<file path="src/rtl/spi_fifo_pkg.sv">
// Shared Q-SPI <-> FIFO packing definitions: word width, words-per-row
// helper and the hold-slot state encoding. Used by both the write-side
// packer and the read-side unpacker so that word order always agrees.
package spi_fifo_pkg;

  localparam int WORD_W = 16;

  // Number of WORD_W words needed to cover a dwidth-bit row (rounded up).
  function automatic int calc_nwords(input int dwidth);
    return (dwidth + WORD_W - 1) / WORD_W;
  endfunction

  typedef enum logic {
    HOLD_EMPTY,
    HOLD_PENDING
  } hold_state_e;

endpackage

</file>
<file path="src/rtl/spi_row_packer_if.sv">
// Q-SPI word input and FIFO write-port signals of the row packer.
// master = the side driving words / receiving FIFO writes (SPI + FIFO glue),
// slave  = the packer itself.
interface spi_row_packer_if
  import spi_fifo_pkg::*;
#(
  parameter int DWIDTH = 136
) ();

  logic [WORD_W-1:0] wdata_spi;
  logic              shift_en;
  logic              resync;
  logic              fifo_full;
  logic              fifo_wr_en;
  logic [DWIDTH-1:0] fifo_wdata;

  modport master (
    output wdata_spi, shift_en, resync, fifo_full,
    input  fifo_wr_en, fifo_wdata
  );

  modport slave (
    input  wdata_spi, shift_en, resync, fifo_full,
    output fifo_wr_en, fifo_wdata
  );

endinterface

</file>
<file path="src/rtl/spi_row_packer.sv">
// Packs 16-bit Q-SPI words LSB-first into DWIDTH-bit rows and writes them
// to the sync FIFO. A single hold register absorbs FIFO back-pressure; a
// row that completes while the hold slot is still occupied is dropped,
// flagged in the sticky overflow bit and counted (saturating).
module spi_row_packer
  import spi_fifo_pkg::*;
#(
  parameter  int DWIDTH = 136,
  parameter  int CNT_W  = 8,
  localparam int NWORDS = calc_nwords(DWIDTH),
  localparam int IDX_W  = $clog2(NWORDS)
) (
  input  logic                  clk,
  input  logic                  rst,
  spi_row_packer_if.slave       spi,
  input  logic                  clr_ovf,
  output logic [IDX_W-1:0]      word_idx,
  output logic                  overflow,
  output logic [CNT_W-1:0]      drop_cnt
);

  // Bits of the final word that actually land in the row; the rest are dropped.
  localparam int               LAST_W   = DWIDTH - WORD_W * (NWORDS - 1);
  localparam logic [IDX_W-1:0] LAST_IDX = IDX_W'(NWORDS - 1);

  hold_state_e                        state_q, state_d;
  logic [IDX_W-1:0]                   word_idx_q, word_idx_d;
  // Only the first NWORDS-1 words are stored; the last word goes straight
  // into the hold register together with these.
  logic [NWORDS-2:0][WORD_W-1:0]      asm_q, asm_d;
  logic [DWIDTH-1:0]                  hold_q, hold_d;
  logic                               overflow_q, overflow_d;
  logic [CNT_W-1:0]                   drop_cnt_q, drop_cnt_d;

  logic [IDX_W-1:0]                   idx_base;
  logic [CNT_W-1:0]                   cnt_base;
  logic                               row_done;
  logic                               drain;

  // Register update; synchronous reset returns every register to zero/EMPTY.
  always_ff @(posedge clk) begin
    if (rst) begin
      state_q    <= HOLD_EMPTY;
      word_idx_q <= '0;
      asm_q      <= '0;
      hold_q     <= '0;
      overflow_q <= 1'b0;
      drop_cnt_q <= '0;
    end else begin
      state_q    <= state_d;
      word_idx_q <= word_idx_d;
      asm_q      <= asm_d;
      hold_q     <= hold_d;
      overflow_q <= overflow_d;
      drop_cnt_q <= drop_cnt_d;
    end
  end

  // Next state: word assembly, row completion, hold FSM and drop accounting.
  always_comb begin
    // resync restarts the row before the current word is placed, so a
    // simultaneous shift_en lands in slot 0.
    idx_base   = spi.resync ? '0 : word_idx_q;
    asm_d      = spi.resync ? '0 : asm_q;
    word_idx_d = idx_base;
    row_done   = 1'b0;
    state_d    = state_q;
    hold_d     = hold_q;
    // Clear is applied first so that a drop in the same cycle still counts.
    cnt_base   = clr_ovf ? '0 : drop_cnt_q;
    overflow_d = clr_ovf ? 1'b0 : overflow_q;
    drop_cnt_d = cnt_base;
    drain      = (state_q == HOLD_PENDING) && !spi.fifo_full;

    if (spi.shift_en) begin
      if (idx_base == LAST_IDX) begin
        row_done   = 1'b1;
        word_idx_d = '0;
      end else begin
        word_idx_d = idx_base + 1'b1;
        for (int k = 0; k < NWORDS - 1; k++) begin
          if (idx_base == IDX_W'(k)) asm_d[k] = spi.wdata_spi;
        end
      end
    end

    if (row_done) begin
      // Hold slot is usable if empty now or being written to the FIFO now.
      if (state_q == HOLD_EMPTY || drain) begin
        hold_d  = {spi.wdata_spi[LAST_W-1:0], asm_q};
        state_d = HOLD_PENDING;
      end else begin
        overflow_d = 1'b1;
        drop_cnt_d = (cnt_base == '1) ? cnt_base : cnt_base + 1'b1;
      end
    end else if (drain) begin
      state_d = HOLD_EMPTY;
    end
  end

  // No write may escape during the reset cycle even if a row is pending.
  assign spi.fifo_wr_en = drain && !rst;
  assign spi.fifo_wdata = hold_q;
  assign word_idx       = word_idx_q;
  assign overflow       = overflow_q;
  assign drop_cnt       = drop_cnt_q;

endmodule
</file>
<file path="src/flat_wrapper.sv">
// flat-port wrapper written by rule: the top's interface ports become plain ports
module spi_row_packer_flat import spi_fifo_pkg::*;
#(
  parameter  int DWIDTH = 136,
  parameter  int CNT_W  = 8,
  localparam int NWORDS = calc_nwords(DWIDTH),
  localparam int IDX_W  = $clog2(NWORDS)
)
  (clk, rst, clr_ovf, word_idx, overflow, drop_cnt, spi_wdata_spi, spi_shift_en, spi_resync, spi_fifo_full, spi_fifo_wr_en, spi_fifo_wdata);
  spi_row_packer_if #(.DWIDTH(DWIDTH)) spi_i ();
  input  logic clk;
  input  logic rst;
  input  logic clr_ovf;
  output logic [IDX_W-1:0] word_idx;
  output logic overflow;
  output logic [CNT_W-1:0] drop_cnt;
  input wire logic [$bits(spi_i.wdata_spi)-1:0] spi_wdata_spi;
  input wire logic [$bits(spi_i.shift_en)-1:0] spi_shift_en;
  input wire logic [$bits(spi_i.resync)-1:0] spi_resync;
  input wire logic [$bits(spi_i.fifo_full)-1:0] spi_fifo_full;
  output wire logic [$bits(spi_i.fifo_wr_en)-1:0] spi_fifo_wr_en;
  output wire logic [$bits(spi_i.fifo_wdata)-1:0] spi_fifo_wdata;
  assign spi_i.wdata_spi = spi_wdata_spi;
  assign spi_i.shift_en = spi_shift_en;
  assign spi_i.resync = spi_resync;
  assign spi_i.fifo_full = spi_fifo_full;
  assign spi_fifo_wr_en = spi_i.fifo_wr_en;
  assign spi_fifo_wdata = spi_i.fifo_wdata;
  spi_row_packer #(.DWIDTH(DWIDTH), .CNT_W(CNT_W)) u_core (.clk(clk), .rst(rst), .spi(spi_i), .clr_ovf(clr_ovf), .word_idx(word_idx), .overflow(overflow), .drop_cnt(drop_cnt));
endmodule
</file>
<file path="config.mk">
export PLATFORM = sky130hd
export DESIGN_NAME = spi_row_packer_flat
export DESIGN_NICKNAME = d
export VERILOG_FILES = /design/src/rtl/spi_fifo_pkg.sv /design/src/rtl/spi_row_packer_if.sv /design/src/rtl/spi_row_packer.sv /design/src/flat_wrapper.sv
export SDC_FILE = /design/constraint.sdc
export NUM_CORES = 1
export LEC_CHECK = 0
export CAP_MARGIN = 20
export CORE_ASPECT_RATIO = 0.5
export CORE_MARGIN = 1
export CORE_UTILIZATION = 53
export CTS_BUF_LIST = sky130_fd_sc_hd__clkbuf_8 sky130_fd_sc_hd__clkbuf_16
export CTS_CLUSTER_SIZE = 8
export DETAILED_ROUTE_END_ITERATION = 16
export PLACE_DENSITY_LB_ADDON = 0.05
export SYNTH_ARGS = -nofsm -noshare
export SYNTH_HDL_FRONTEND = slang
export SYNTH_SLANG_ARGS = --single-unit
</file>
<file path="constraint.sdc">
create_clock -name clk -period 2.6 [get_ports clk]
set_input_delay 0.26 -clock clk [delete_from_list [all_inputs] [get_ports clk]]
set_output_delay 0.26 -clock clk [all_outputs]
set_load 0.01 [all_outputs]
</file>
# After elaboration in Yosys (flattened, before gate mapping)
# Cells that the tools add are included.
# Widths: inputs -> output; s select.
[op_classes] n_addsub=2 n_eq_ne=10 n_mux=26 n_bitwise=1 n_reduce_logical=9
[op_table] cell="$mux 128" n=3
[op_table] cell="$mux 16" n=8
[op_table] cell="$mux 8" n=4
[op_table] cell="$eq 4x3->1 const B" n=4
[op_table] cell="$mux 4" n=3
[op_table] cell="$add 8x1->8 const B" n=1
[op_table] cell="$eq 4x2->1 const B" n=2
[op_table] cell="$eq 8x8->1 const B" n=1
[op_table] cell="$mux 1" n=8
[op_table] cell="$add 4x1->4 const B" n=1
[op_table] cell="$eq 4x1->1 const B" n=1
[op_table] cell="$eq 4x4->1 const B" n=1
[op_table] cell="$logic_not 4->1" n=1
[op_table] cell="$reduce_and 2->1" n=2
[op_table] cell="$logic_and 1x1->1" n=2
[op_table] cell="$logic_not 1->1" n=2
[op_table] cell="$ne 2x2->1 const B" n=1
[op_table] cell="$reduce_bool 2->1" n=1
[op_table] cell="$logic_or 1x1->1" n=1
[op_table] cell="$not 1->1" n=1
[word_totals] register_bits=278 input_bits=22 out_inout_bits=150 wordCells=61

# Logic depth before layout (Yosys ltp)
[depth] depth_word=6 depth_mapped=11 ltp_nobuf=6

# Least setup slack after synthesis
# OpenSTA, ideal clock, no wires.
[synth_path] kind="input to register" from="input spi_resync" to="register u_core.hold_q[46] (netlist: u_core.spi.fifo_wdata[46])" setup_ns=0.132 t_arrival_ns=1.850 required_time_ns=2.468 slack_ns=0.618 path_stages=11 path_buffers=5 cell_sequence="clkbuf_2 -> nand2b_1 -> ha_1 -> and3b_1 -> buf_2 -> and3_1 -> buf_2 -> buf_4 -> buf_2 -> nand2_1 -> a21oi_1"
[synth_between] elab_chain_cells=5
[synth_rtl] item="start, declared" line_no="flat_wrapper.sv:19" source="input wire logic [$bits(spi_i.resync)-1:0] spi_resync;"
[synth_rtl] item="$mux 4" line_no="spi_row_packer.sv:63" source="idx_base = spi.resync ? '0 : word_idx_q;"
[synth_rtl] item="$eq 4x4->1" line_no="spi_row_packer.sv:76" source="if (idx_base == LAST_IDX) begin"
[synth_rtl] item="$mux 1" line_no="spi_row_packer.sv:76"
[synth_rtl] item="$mux 1" line_no="spi_row_packer.sv:75" source="if (spi.shift_en) begin"
[synth_rtl] item="$reduce_and 2->1 (no source line)"
[synth_rtl] item="end signal, assigned" line_no="spi_row_packer.sv:53" source="hold_q <= hold_d;"
[synth_rtl] item="end, declared" line_no="spi_row_packer.sv:31" source="logic [DWIDTH-1:0] hold_q, hold_d;"
# No other way between the ends.
# A chain may end at the register's enable or synchronous reset.

# Final worst setup path
[layout_path] from="register u_core.word_idx_q[0] (netlist: u_core.word_idx[0])" to="register u_core.drop_cnt_q[6] (netlist: u_core.drop_cnt[6])"
[layout_between] elab_chain_cells=5
[layout_rtl] item="start, declared" line_no="spi_row_packer.sv:27" source="logic [IDX_W-1:0] word_idx_q, word_idx_d;"
[layout_rtl] item="start signal, assigned" line_no="spi_row_packer.sv:51" source="word_idx_q <= word_idx_d;"
[layout_rtl] item="$mux 4" line_no="spi_row_packer.sv:63"
[layout_rtl] item="$eq 4x4->1" line_no="spi_row_packer.sv:76"
[layout_rtl] item="$mux 1" line_no="spi_row_packer.sv:76"
[layout_rtl] item="$mux 1" line_no="spi_row_packer.sv:75"
[layout_rtl] item="$mux 8" line_no="spi_row_packer.sv:87" source="if (row_done) begin"
[layout_rtl] item="end signal, assigned" line_no="spi_row_packer.sv:55" source="drop_cnt_q <= drop_cnt_d;"
[layout_rtl] item="end, declared" line_no="spi_row_packer.sv:33" source="logic [CNT_W-1:0] drop_cnt_q, drop_cnt_d;"
# No other way between the ends.

==> summary.md <==
| Metric | Value |
|---|---|
| Final Cycle Share | `between 80% and 90%` |
| Startpoint Class | `flop` |
| Total Wirelength | `around 29000 µm` |
| Pwr Density | `approximately 700 nW/µm²` |
| Via density | `5.581` |
| I/O pins | `172` |
| RSZ-0062 raised after global routing | `no` |
| Leak | `between 0.004 and 0.005 µW` |
| Fmax | `approximately 470 MHz` |
| Layout Area Growth over Synthesis | `25.97%` |
| CP Class | `flop to flop` |
| DR vias | `9175` |
| Hpwl dp | `17470 µm` |
| Final setup vio count | `0` |
| Syn Inst Count | `about 1300` |
| Post_cts resized | `0` |
| Chip width | `200.6 µm` |
| Synthesized area per cell | `just over 8 µm²` |
| Post-synth EDFFs | `0` |
| Syn Nets | `about 1300` |
| Leading area contributor after synthesis | `dfxtp_1` |
| Die Ht | `101.3 µm` |
| Clk_lat worst skew | `0.51 ns` |
| TritonCTS clock tree | `yes` |
| Clock slew at reported path FFs | `approximately 0.05 ns` |
| Register bit total from synthesis | `~280` |
| Core Box Area | `18830 µm²` |
| Least-Margin Pin Slew | `0.8833 ns` |
| Fin. Hold Viols | `0` |
| Hold Path Class | `input pin to flop` |
| Cell row count | `35` |
| Synth Flop Type | `dfxtp_1` |
| Placed inst area | `about 12000 µm²` |
| RePlAce Congestion | `0.8325` |
| Arrival time worst endpoint | `around 2.5 ns` |
| # nets final | `roughly 1400` |
| FILL cells | `roughly 1600` |
| Hold buffer count at cts | `0` |
| Top cells by area, synth | `dfxtp_1, nand2_1, a21oi_1, nand3b_1, clkbuf_1` |
| CTS Root Cell | `clkbuf_16` |
| Layout cells sized above 1 | `~4.5%` |
| CP max FO | `5` |
| Residual DRC | `0` |
| Initial DRC Count | `760` |
| Sequential area share after synthesis | `a little over half` |
| # Post-CTS Setup Buffers | `0` |
| Post-synthesis async set-or-reset flop share | `0%` |
| ANT cells | `0` |
| Overall Global Routing Usage | `27.98%` |
| Post-synth top area share | `53.26%` |
| Starting Density | `about 55%` |
| Yosys warns | `0` |
| Total iterations of the first detailed-routing run | `6` |
| Initial antenna violation count | `0` |
| Post-synth cell types | `39` |
| Data required, critical path | `2.99 ns` |
| First-pass GRT wire length | `45240 µm` |
| Vias in the first global route | `~8600` |
| WL per Instance | `approximately 17 µm` |
| Crit path capture type | `flop` |
| Final instance area | `roughly 13000 µm²` |
| Largest net degree at the start of global routing | `between 100 and 150` |
| Total die area | `between 20000 and 25000 µm²` |
| Max-Cap Viols | `0` |
| Headroom to the max-slew limit | `between 40% and 50%` |
| Run status | `finished clean` |
| Final Max Tran Viols | `0` |
| Crit path time final | `2.116 ns` |
| Clock Skew | `0.01163 ns` |
| Cts bufs inserted | `40` |
| VDD IR max | `0.0003722 V` |
| CTS Sinks | `278` |
| Mapped cell area | `10450 µm²` |
| DRT antenna net count | `0` |
| Grt ovf | `0` |
| TNS Setup | `0 ns` |
| H-tree depth | `2` |
| Port Buffer Count | `between 150 and 200` |
| Clock Tree Buf Depth | `3` |
-- logic make-up (layout without fill, tap and decap cells) --
group	count (synthesis)	in the layout	synth area share [%]
DFF	278	278	53.26
and+or+nand+nor	588	588	26.76
buffers and inverters	124	229	5.304
adders and majority gates	4	4	0.4789
AOI/OAI and AO/OA	283	283	13.92
muxes	2	2	0.1916
xor gates and xnor gates	1	1	0.08383
-- worst paths after layout --
check / start / end / slack (ns) / cells after the start
hold reg to reg: u_core.asm_q[41]$_SDFF_PP0_ / u_core.spi.fifo_wdata[41]$_SDFFE_PP0P_ / 0.45 / 2
setup / recovery: u_core.word_idx[0]$_SDFF_PP0_ / u_core.drop_cnt[6]$_SDFF_PP0_ / 0.48 / 7
hold / removal: rst / u_core.spi.fifo_wdata[100]$_SDFFE_PP0P_ / 0.21 / 2
setup reg to reg: u_core.word_idx[0]$_SDFF_PP0_ / u_core.drop_cnt[6]$_SDFF_PP0_ / 0.48 / 7
-- routing by layer --
layer  global-route usage [%]  wire length [µm]  up-vias
li1                         -                 -     4425
met1                    39.47             13200     4373
met2                    43.38             12640      335
met3                    6.081              2253       42
met4                    8.045               490        0
met5                        0                 0        -
-- area by class of cell --
type                       instances  area [µm²]  share of cell area [%]
tap                              259       324.1                   2.462
sequential                       278        5565                   42.28
clock buffer                      42        1040                   7.898
timing repair buffer             182        1868                   14.19
inverter                           5       18.77                  0.1426
multi-input combinational        878        4348                   33.03
-- through the flow --
| step | setup WS [ns] | power (µW) | util, % | instances | hold WS (ns) |
|---|---|---|---|---|---|
| floorplan | 0.6181 | 4569 | - | 1280 | 0.4319 |
| global placement | 0.4163 | 4676 | 64.39 | 1602 | 0.4380 |
| detailed placement | 0.3495 | 4679 | 64.39 | 1602 | 0.4440 |
| CTS | 0.4954 | 9126 | 69.91 | 1644 | 0.1993 |
| global route | 0.3141 | 9344 | 69.91 | 1644 | 0.2205 |
| finish | 0.4839 | 9075 | 69.91 | 1644 | 0.2114 |
-- cells in the mapped netlist (2+ instances only) --
cell type	instances
clkbuf_1	64
buf_2	38
nand2_1	413
nor3_1	4
or3_1	2
nand4b_1	3
buf_1	2
inv_1	5
a21oi_1	271
nand3b_1	130
buf_4	9
nand2b_1	2
nand3_1	5
dfxtp_1	278
and2_1	4
o21bai_1	2
ha_1	4
nor2_1	11
and3_1	5
mux2i_1	2
a31oi_1	3
clkbuf_2	6
-- critical path, cell delays in order, from the launching register on --
cell and delay, ns:
dfxtp_1 0.34, nand2b_1 0.14, ha_1 0.18, buf_4 0.15, nand3b_1 0.19, nor4_1 0.66
and4b_1 0.29, nor3_1 0.04
-- state kept, by name, summed over array words and instances (netlist names) --
register / cells
u_core.word_idx: 4
u_core.drop_cnt: 8
u_core.overflow: 1
u_core.state_q: 1
u_core.spi.fifo_wdata: 136
u_core.asm_q: 128
-- power breakdown --
part / switching, µW / internal, µW / total (µW)
combinational: 212 / 90.1 / 303
clock: 1700 / 2770 / 4470
sequential: 12.0 / 4290 / 4300
-- cells in the final DEF, fill, tap and decap left out, types with 2 or more instances in the layout --
| cell | n |
|---|---|
| nand2_1 | 413 |
| o21bai_1 | 2 |
| a21oi_1 | 271 |
| a31oi_1 | 3 |
| ha_1 | 4 |
| and2_1 | 4 |
| mux2i_1 | 2 |
| nor2_1 | 11 |
| buf_4 | 5 |
| clkbuf_8 | 2 |
| or3_1 | 2 |
| and3_1 | 4 |
| nand2b_1 | 2 |
| clkdlybuf4s50_1 | 169 |
| nand3_1 | 4 |
| clkbuf_16 | 41 |
| nor3_1 | 4 |
| nand4b_1 | 3 |
| buf_12 | 6 |
| nand3b_1 | 130 |
| dfxtp_1 | 278 |
| inv_1 | 5 |
Note: power is estimated with default switching activity, not from simulation.
